$ cat config.mk
export PLATFORM = sky130hd
export DESIGN_NAME = mem_port_arbiter
export DESIGN_NICKNAME = d
export VERILOG_FILES = /design/src/rtl/cpu_pkg.sv /design/src/rtl/prio_sel.sv /design/src/rtl/mem_port_arbiter.sv
export SDC_FILE = /design/constraint.sdc
export NUM_CORES = 1
export LEC_CHECK = 0
export ABC_AREA = 1
export BUFFER_PORTS_ARGS = -buffer_cell sky130_fd_sc_hd__buf_4
export CORE_ASPECT_RATIO = 1.75
export CORE_MARGIN = 2
export CORE_UTILIZATION = 30
export DETAILED_ROUTE_END_ITERATION = 12
export GPL_ROUTABILITY_DRIVEN = 0
export PLACE_DENSITY = 0.65
export SYNTH_ARGS = -nofsm -noshare
export SYNTH_HDL_FRONTEND = slang
export SYNTH_SLANG_ARGS = --single-unit
$ cat constraint.sdc
create_clock -name clk -period 2.3 [get_ports clk]
set_input_delay 0.345 -clock clk [delete_from_list [all_inputs] [get_ports clk]]
set_output_delay 0.345 -clock clk [all_outputs]
set_load 0.01 [all_outputs]
$ cat src/rtl/cpu_pkg.sv
// Shared CPU definitions: arbiter FSM states, requester ids, boot vector default.
package cpu_pkg;

  typedef enum logic [1:0] {
    BOOT_RD = 2'd0,
    BOOT_WT = 2'd1,
    RUN     = 2'd2
  } arb_state_t;

  localparam logic [1:0] RID_F = 2'd0;
  localparam logic [1:0] RID_D = 2'd1;
  localparam logic [1:0] RID_L = 2'd2;

  localparam logic [7:0] RESET_VEC_DEFAULT = 8'h00;

endpackage : cpu_pkg

$ cat src/rtl/prio_sel.sv
// Three-way fixed-priority grant: loader > data > fetch, with a boost that
// lifts fetch above data (the loader still wins).
module prio_sel (
  input  logic en,
  input  logic l_req,
  input  logic d_req,
  input  logic f_req,
  input  logic f_boost,
  output logic l_gnt,
  output logic d_gnt,
  output logic f_gnt
);

  // At most one grant; nothing is granted while disabled.
  always_comb begin
    l_gnt = 1'b0;
    d_gnt = 1'b0;
    f_gnt = 1'b0;
    if (en) begin
      if (l_req) begin
        l_gnt = 1'b1;
      end else if (f_boost && f_req) begin
        f_gnt = 1'b1;
      end else if (d_req) begin
        d_gnt = 1'b1;
      end else if (f_req) begin
        f_gnt = 1'b1;
      end
    end
  end

endmodule : prio_sel

$ cat src/rtl/mem_port_arbiter.sv
// Single-port memory arbiter and boot sequencer for the unified 256x8 memory.
// Fetches the reset vector after reset, then arbitrates loader/data/fetch.
module mem_port_arbiter
  import cpu_pkg::*;
#(
  parameter logic [7:0]  RESET_VEC    = RESET_VEC_DEFAULT,
  parameter int unsigned STARVE_LIMIT = 4
) (
  input  logic       clk,
  input  logic       rstn,
  input  logic       ld_req,
  input  logic       ld_we,
  input  logic [7:0] ld_addr,
  input  logic [7:0] ld_wdata,
  output logic       ld_gnt,
  input  logic       d_req,
  input  logic       d_we,
  input  logic [7:0] d_addr,
  input  logic [7:0] d_wdata,
  output logic       d_gnt,
  input  logic       f_req,
  input  logic [7:0] f_addr,
  output logic       f_gnt,
  output logic       f_stall,
  output logic       rvalid,
  output logic [1:0] rid,
  output logic [7:0] rdata,
  output logic       boot_valid,
  output logic [7:0] boot_pc,
  output logic       mem_en,
  output logic       mem_we,
  output logic [7:0] mem_addr,
  output logic [7:0] mem_wdata,
  input  logic [7:0] mem_rdata
);

  localparam int unsigned SW = (STARVE_LIMIT < 1) ? 1 : $clog2(STARVE_LIMIT + 1);
  localparam logic [SW-1:0] STARVE_MAX = SW'(STARVE_LIMIT);

  arb_state_t    state;
  arb_state_t    state_nxt;
  logic [SW-1:0] starve;
  logic          f_boost;
  logic          run;
  logic          issue_rd;
  logic [1:0]    issue_id;
  logic [7:0]    boot_pc_q;
  logic          rvalid_q;
  logic [1:0]    rid_q;

  assign run     = (state == RUN);
  assign f_boost = (starve == STARVE_MAX);

  prio_sel u_prio_sel (
    .en      (run),
    .l_req   (ld_req),
    .d_req   (d_req),
    .f_req   (f_req),
    .f_boost (f_boost),
    .l_gnt   (ld_gnt),
    .d_gnt   (d_gnt),
    .f_gnt   (f_gnt)
  );

  // State register.
  always_ff @(posedge clk or negedge rstn) begin
    if (!rstn) begin
      state <= BOOT_RD;
    end else begin
      state <= state_nxt;
    end
  end

  // Boot sequence: one vector read, one capture cycle, then run forever.
  always_comb begin
    state_nxt = state;
    unique case (state)
      BOOT_RD: state_nxt = BOOT_WT;
      BOOT_WT: state_nxt = RUN;
      RUN:     state_nxt = RUN;
      default: state_nxt = BOOT_RD;
    endcase
  end

  // Memory port mux: boot read, or the single granted requester.
  always_comb begin
    mem_en    = 1'b0;
    mem_we    = 1'b0;
    mem_addr  = '0;
    mem_wdata = '0;
    issue_id  = RID_F;
    if (state == BOOT_RD) begin
      mem_en   = 1'b1;
      mem_addr = RESET_VEC;
    end else if (ld_gnt) begin
      mem_en    = 1'b1;
      mem_we    = ld_we;
      mem_addr  = ld_addr;
      mem_wdata = ld_wdata;
      issue_id  = RID_L;
    end else if (d_gnt) begin
      mem_en    = 1'b1;
      mem_we    = d_we;
      mem_addr  = d_addr;
      mem_wdata = d_wdata;
      issue_id  = RID_D;
    end else if (f_gnt) begin
      mem_en   = 1'b1;
      mem_addr = f_addr;
      issue_id = RID_F;
    end
  end

  assign issue_rd = (ld_gnt || d_gnt || f_gnt) && !mem_we;

  // Fetch starvation counter, saturating at the limit.
  always_ff @(posedge clk or negedge rstn) begin
    if (!rstn) begin
      starve <= '0;
    end else if (f_req && !f_gnt) begin
      if (starve != STARVE_MAX) begin
        starve <= starve + 1'b1;
      end
    end else begin
      starve <= '0;
    end
  end

  // Read-return tag: remembers who issued last cycle's read.
  always_ff @(posedge clk or negedge rstn) begin
    if (!rstn) begin
      rvalid_q <= 1'b0;
      rid_q    <= RID_F;
    end else begin
      rvalid_q <= issue_rd;
      if (issue_rd) begin
        rid_q <= issue_id;
      end
    end
  end

  // Boot PC holding register, loaded as the vector byte returns.
  always_ff @(posedge clk or negedge rstn) begin
    if (!rstn) begin
      boot_pc_q <= '0;
    end else if (state == BOOT_WT) begin
      boot_pc_q <= mem_rdata;
    end
  end

  // The vector byte arrives during BOOT_WT, so boot_pc forwards it while the
  // pulse is high and the register holds it from then on.
  assign boot_valid = (state == BOOT_WT);
  assign boot_pc    = boot_valid ? mem_rdata : boot_pc_q;

  assign rvalid  = rvalid_q;
  assign rid     = rid_q;
  assign rdata   = rvalid_q ? mem_rdata : '0;
  assign f_stall = !run || (f_req && !f_gnt);

endmodule : mem_port_arbiter

==> flow_summary_export.csv <==
group,metric,value,unit
worst_setup_path,crit_path_cell_trace,"inv_1 -> ha_1 -> nand2_2 -> nor2_4 -> nand2_2 -> nor2_4 -> buf_12 -> nand2_1 -> nand3_1 -> buf_4",
worst_setup_path,max_stage_delay,0.38,ns
cts,cts_buffer_depth,2,
worst_setup_path,worstPathArrival,1.81,ns
floorplan,die_h,85.2,um
worst_setup_path,worstSetupPathType,"register to output port",
floorplan,start_util,0.312,
finish,layout_common_cells,"98 x buf_4, 65 x nand2_1, 24 x inv_1",
sta,post-route-period-util,0.935,
hold_path,min_path_cells,2,
synth,syn_area,1130,um2
routing,wl_per_cell,10.8,um
synth,synthSimpleGateAreaFrac,0.377,
routing,ant_nets,0,
synth,synth-seq-area-share,0.354,
routing,drc,0,
routing,first_iter_violations,17,
routing,drt_wl_total,3.29,mm
synth,synth_flop_cell,"dfrtp_1",
cts,clk_pin_slew_worst_paths,0.06,ns
floorplan,die_x,50.4,um
synth,syn_avg_cell_area,7.03,um2
worst_setup_path,rr_worst_depth,7,
hold_path,hp-class,"primary input to register",
floorplan,fp-row-count,29,
routing,viasPerCell,4.45,
finish,area_growth,74.7,%
sta,whs,0.361,ns
finish,final_core_util,0.544,
worst_setup_path,critPathMaxFanout,14,
synth,synthXorXnorAreaFrac,0.00774,
sta,hold_viol_final,0,
finish,final_layout_size_suffix_gt1_frac,0.452,
sta,setup_viol,0,
floorplan,pin_count,97,
cts,tritoncts,"done",
sta,rsz0062_at_grt,"false",
sta,fin_worst_skew,0.000958,ns
floorplan,die-area,4300,um2
global_route,grt_max_degree,17,
sta,slew_viol_final,0,
job,maxCapViolCount,0,
power,power_density,411,nW/um2
cts,cts_max_level,1,
synth,ys_seq_elements,16,
global_route,antenna_found_initial,0,
synth,async_flop_share,1.00,
sta,tns,0,ns
global_route,grt_first_pass_wirelength,5.45,mm
worst_setup_path,cp_slowest_cell,"dfrtp_1",
sta,worstMarginPinSlew,0.392,ns
placement,dp_hpwl,2.81,mm
routing,vias,1358,
floorplan,core_area,3630,um2
global_route,grt_pass1_vias,1357,
sta,min_period,2.15,ns
finish,nNetsFinal,321,
synth,ys.warnings.count,0,
synth,yosysUniqueCellTypes,20,
synth,synth_cells,161,
cts,cts-root-buf,"clkbuf_8",
cts,cts_buffers,3,
routing,first_pass_iters,4,
synth,synth_fp_nets,221,
finish,final_common_cell,"buf_4",
synth,synthMuxAreaShare,0.0796,
synth,synth_top_family_by_area,"simple AND/OR/NAND/NOR gates",
power,total_power,0.813,mW
global_route,grtUsageTotal,0.159,
worst_setup_path,cp.required,1.96,ns
cts,clk_latency,0.24,ns
worst_setup_path,startpoint_type,"register",
placement,io_buffers,96,
sta,fmax,465,MHz
cts,cts.sinks,16,
global_route,overflow,0,
status,status,"complete, no violations",
power,ir_worst_vdd,0.000270,V
synth,synthAdderAreaFrac,0.0553,
sta,relSlewSlack,0.738,
synth,synth_compound_gate_area_share,0.0188,
finish,n_antenna_cell,0,
synth,synth_edf_count,0,
worst_setup_path,cp-end-kind,"output port",
power,p_leak,1.17,nW
## kinds of logic (layout without fill, tap and decap cells)
kind of cell | count (synthesis) | in the layout
xor gates and xnor gates | 1 | 1
buffers and inverters | 30 | 128
DFF | 16 | 16
AOI/OAI and AO/OA | 4 | 4
and+or+nand+nor | 97 | 97
muxes | 8 | 8
adders and majority gates | 5 | 5
## path summary, 6_finish.rpt
check | from | end | slack (ns)
max | state[0]$_DFF_PN0_ | mem_addr[7] | 0.15
min | mem_rdata[1] | boot_pc_q[1]$_DFF_PN0_ | 0.36
max reg2reg | state[0]$_DFF_PN0_ | rid[1]$_DFFE_PN0P_ | 0.67
min reg2reg | rid[1]$_DFFE_PN0P_ | rid[1]$_DFFE_PN0P_ | 0.47
max in group asynchronous | rstn | boot_pc_q[7]$_DFF_PN0_ | 1.62
min in group asynchronous | rstn | boot_pc_q[6]$_DFF_PN0_ | 0.50
## per-layer routing
layer / track usage / vias up / wire (um)
li1: - / 692 / -
met1: 0.144 / 582 / 1120
met2: 0.319 / 80 / 1690
met3: 0.0528 / 4 / 438
met4: 0.0442 / 0 / 36
met5: 0 / - / 0
## cells in the mapped netlist, drive strengths merged (2+ instances only)
cell type / instances / area (um2)
buf: 2 / 16.3
clkbuf: 3 / 11.3
dfrtp: 16 / 400
ha: 5 / 62.6
inv: 25 / 93.8
mux2: 8 / 90.1
nand2: 67 / 256
nand3: 21 / 105
nand4: 3 / 25.0
nor2: 6 / 40.0
o21ai: 2 / 10.0
## critical path, delay by kind of cell (launching register included)
| kind | cells | cell delay (ns) |
|---|---|---|
| adder cells (fa/ha/maj) | 1 | 0.23 |
| buffers and inverters | 3 | 0.34 |
| flip-flops | 1 | 0.38 |
| AND/OR/NAND/NOR | 6 | 0.61 |
## through the flow
stage	instances	setup slack [ns]	cell area [um2]
6_report	305	0.149	1980
5_1_grt	305	0.00368	1980
4_1_cts	303	0.0804	1940
3_5_place_dp	299	0.347	1890
3_3_place_gp	299	0.394	1890
2_1_floorplan	161	0.619	1130
## repair_timing
action,CTS,global route
endpoints found under the setup margin,0,15
setup buffers,0,2
hold endpoints to repair,16,0
gates resized for setup,0,2
hold buffers,1,0
## power breakdown
part	internal, mW	switching [mW]
clock network	0.116	0.0824
logic	0.169	0.132
registers	0.300	0.0132
total	0.585	0.228
## flip-flops by register name, summed over array words and instances (netlist names)
signal / count
rid: 2
state: 2
rvalid: 1
starve: 3
boot_pc_q: 8
## area by class of cell
class | count | area (um2)
multi-input combinational | 115 | 614
inverter | 25 | 96.3
sequential | 16 | 400
timing repair buffer | 100 | 766
fill | 372 | 1650
tap | 46 | 57.6
clock buffer | 3 | 41.3
Power figures use the tool's default switching activity.
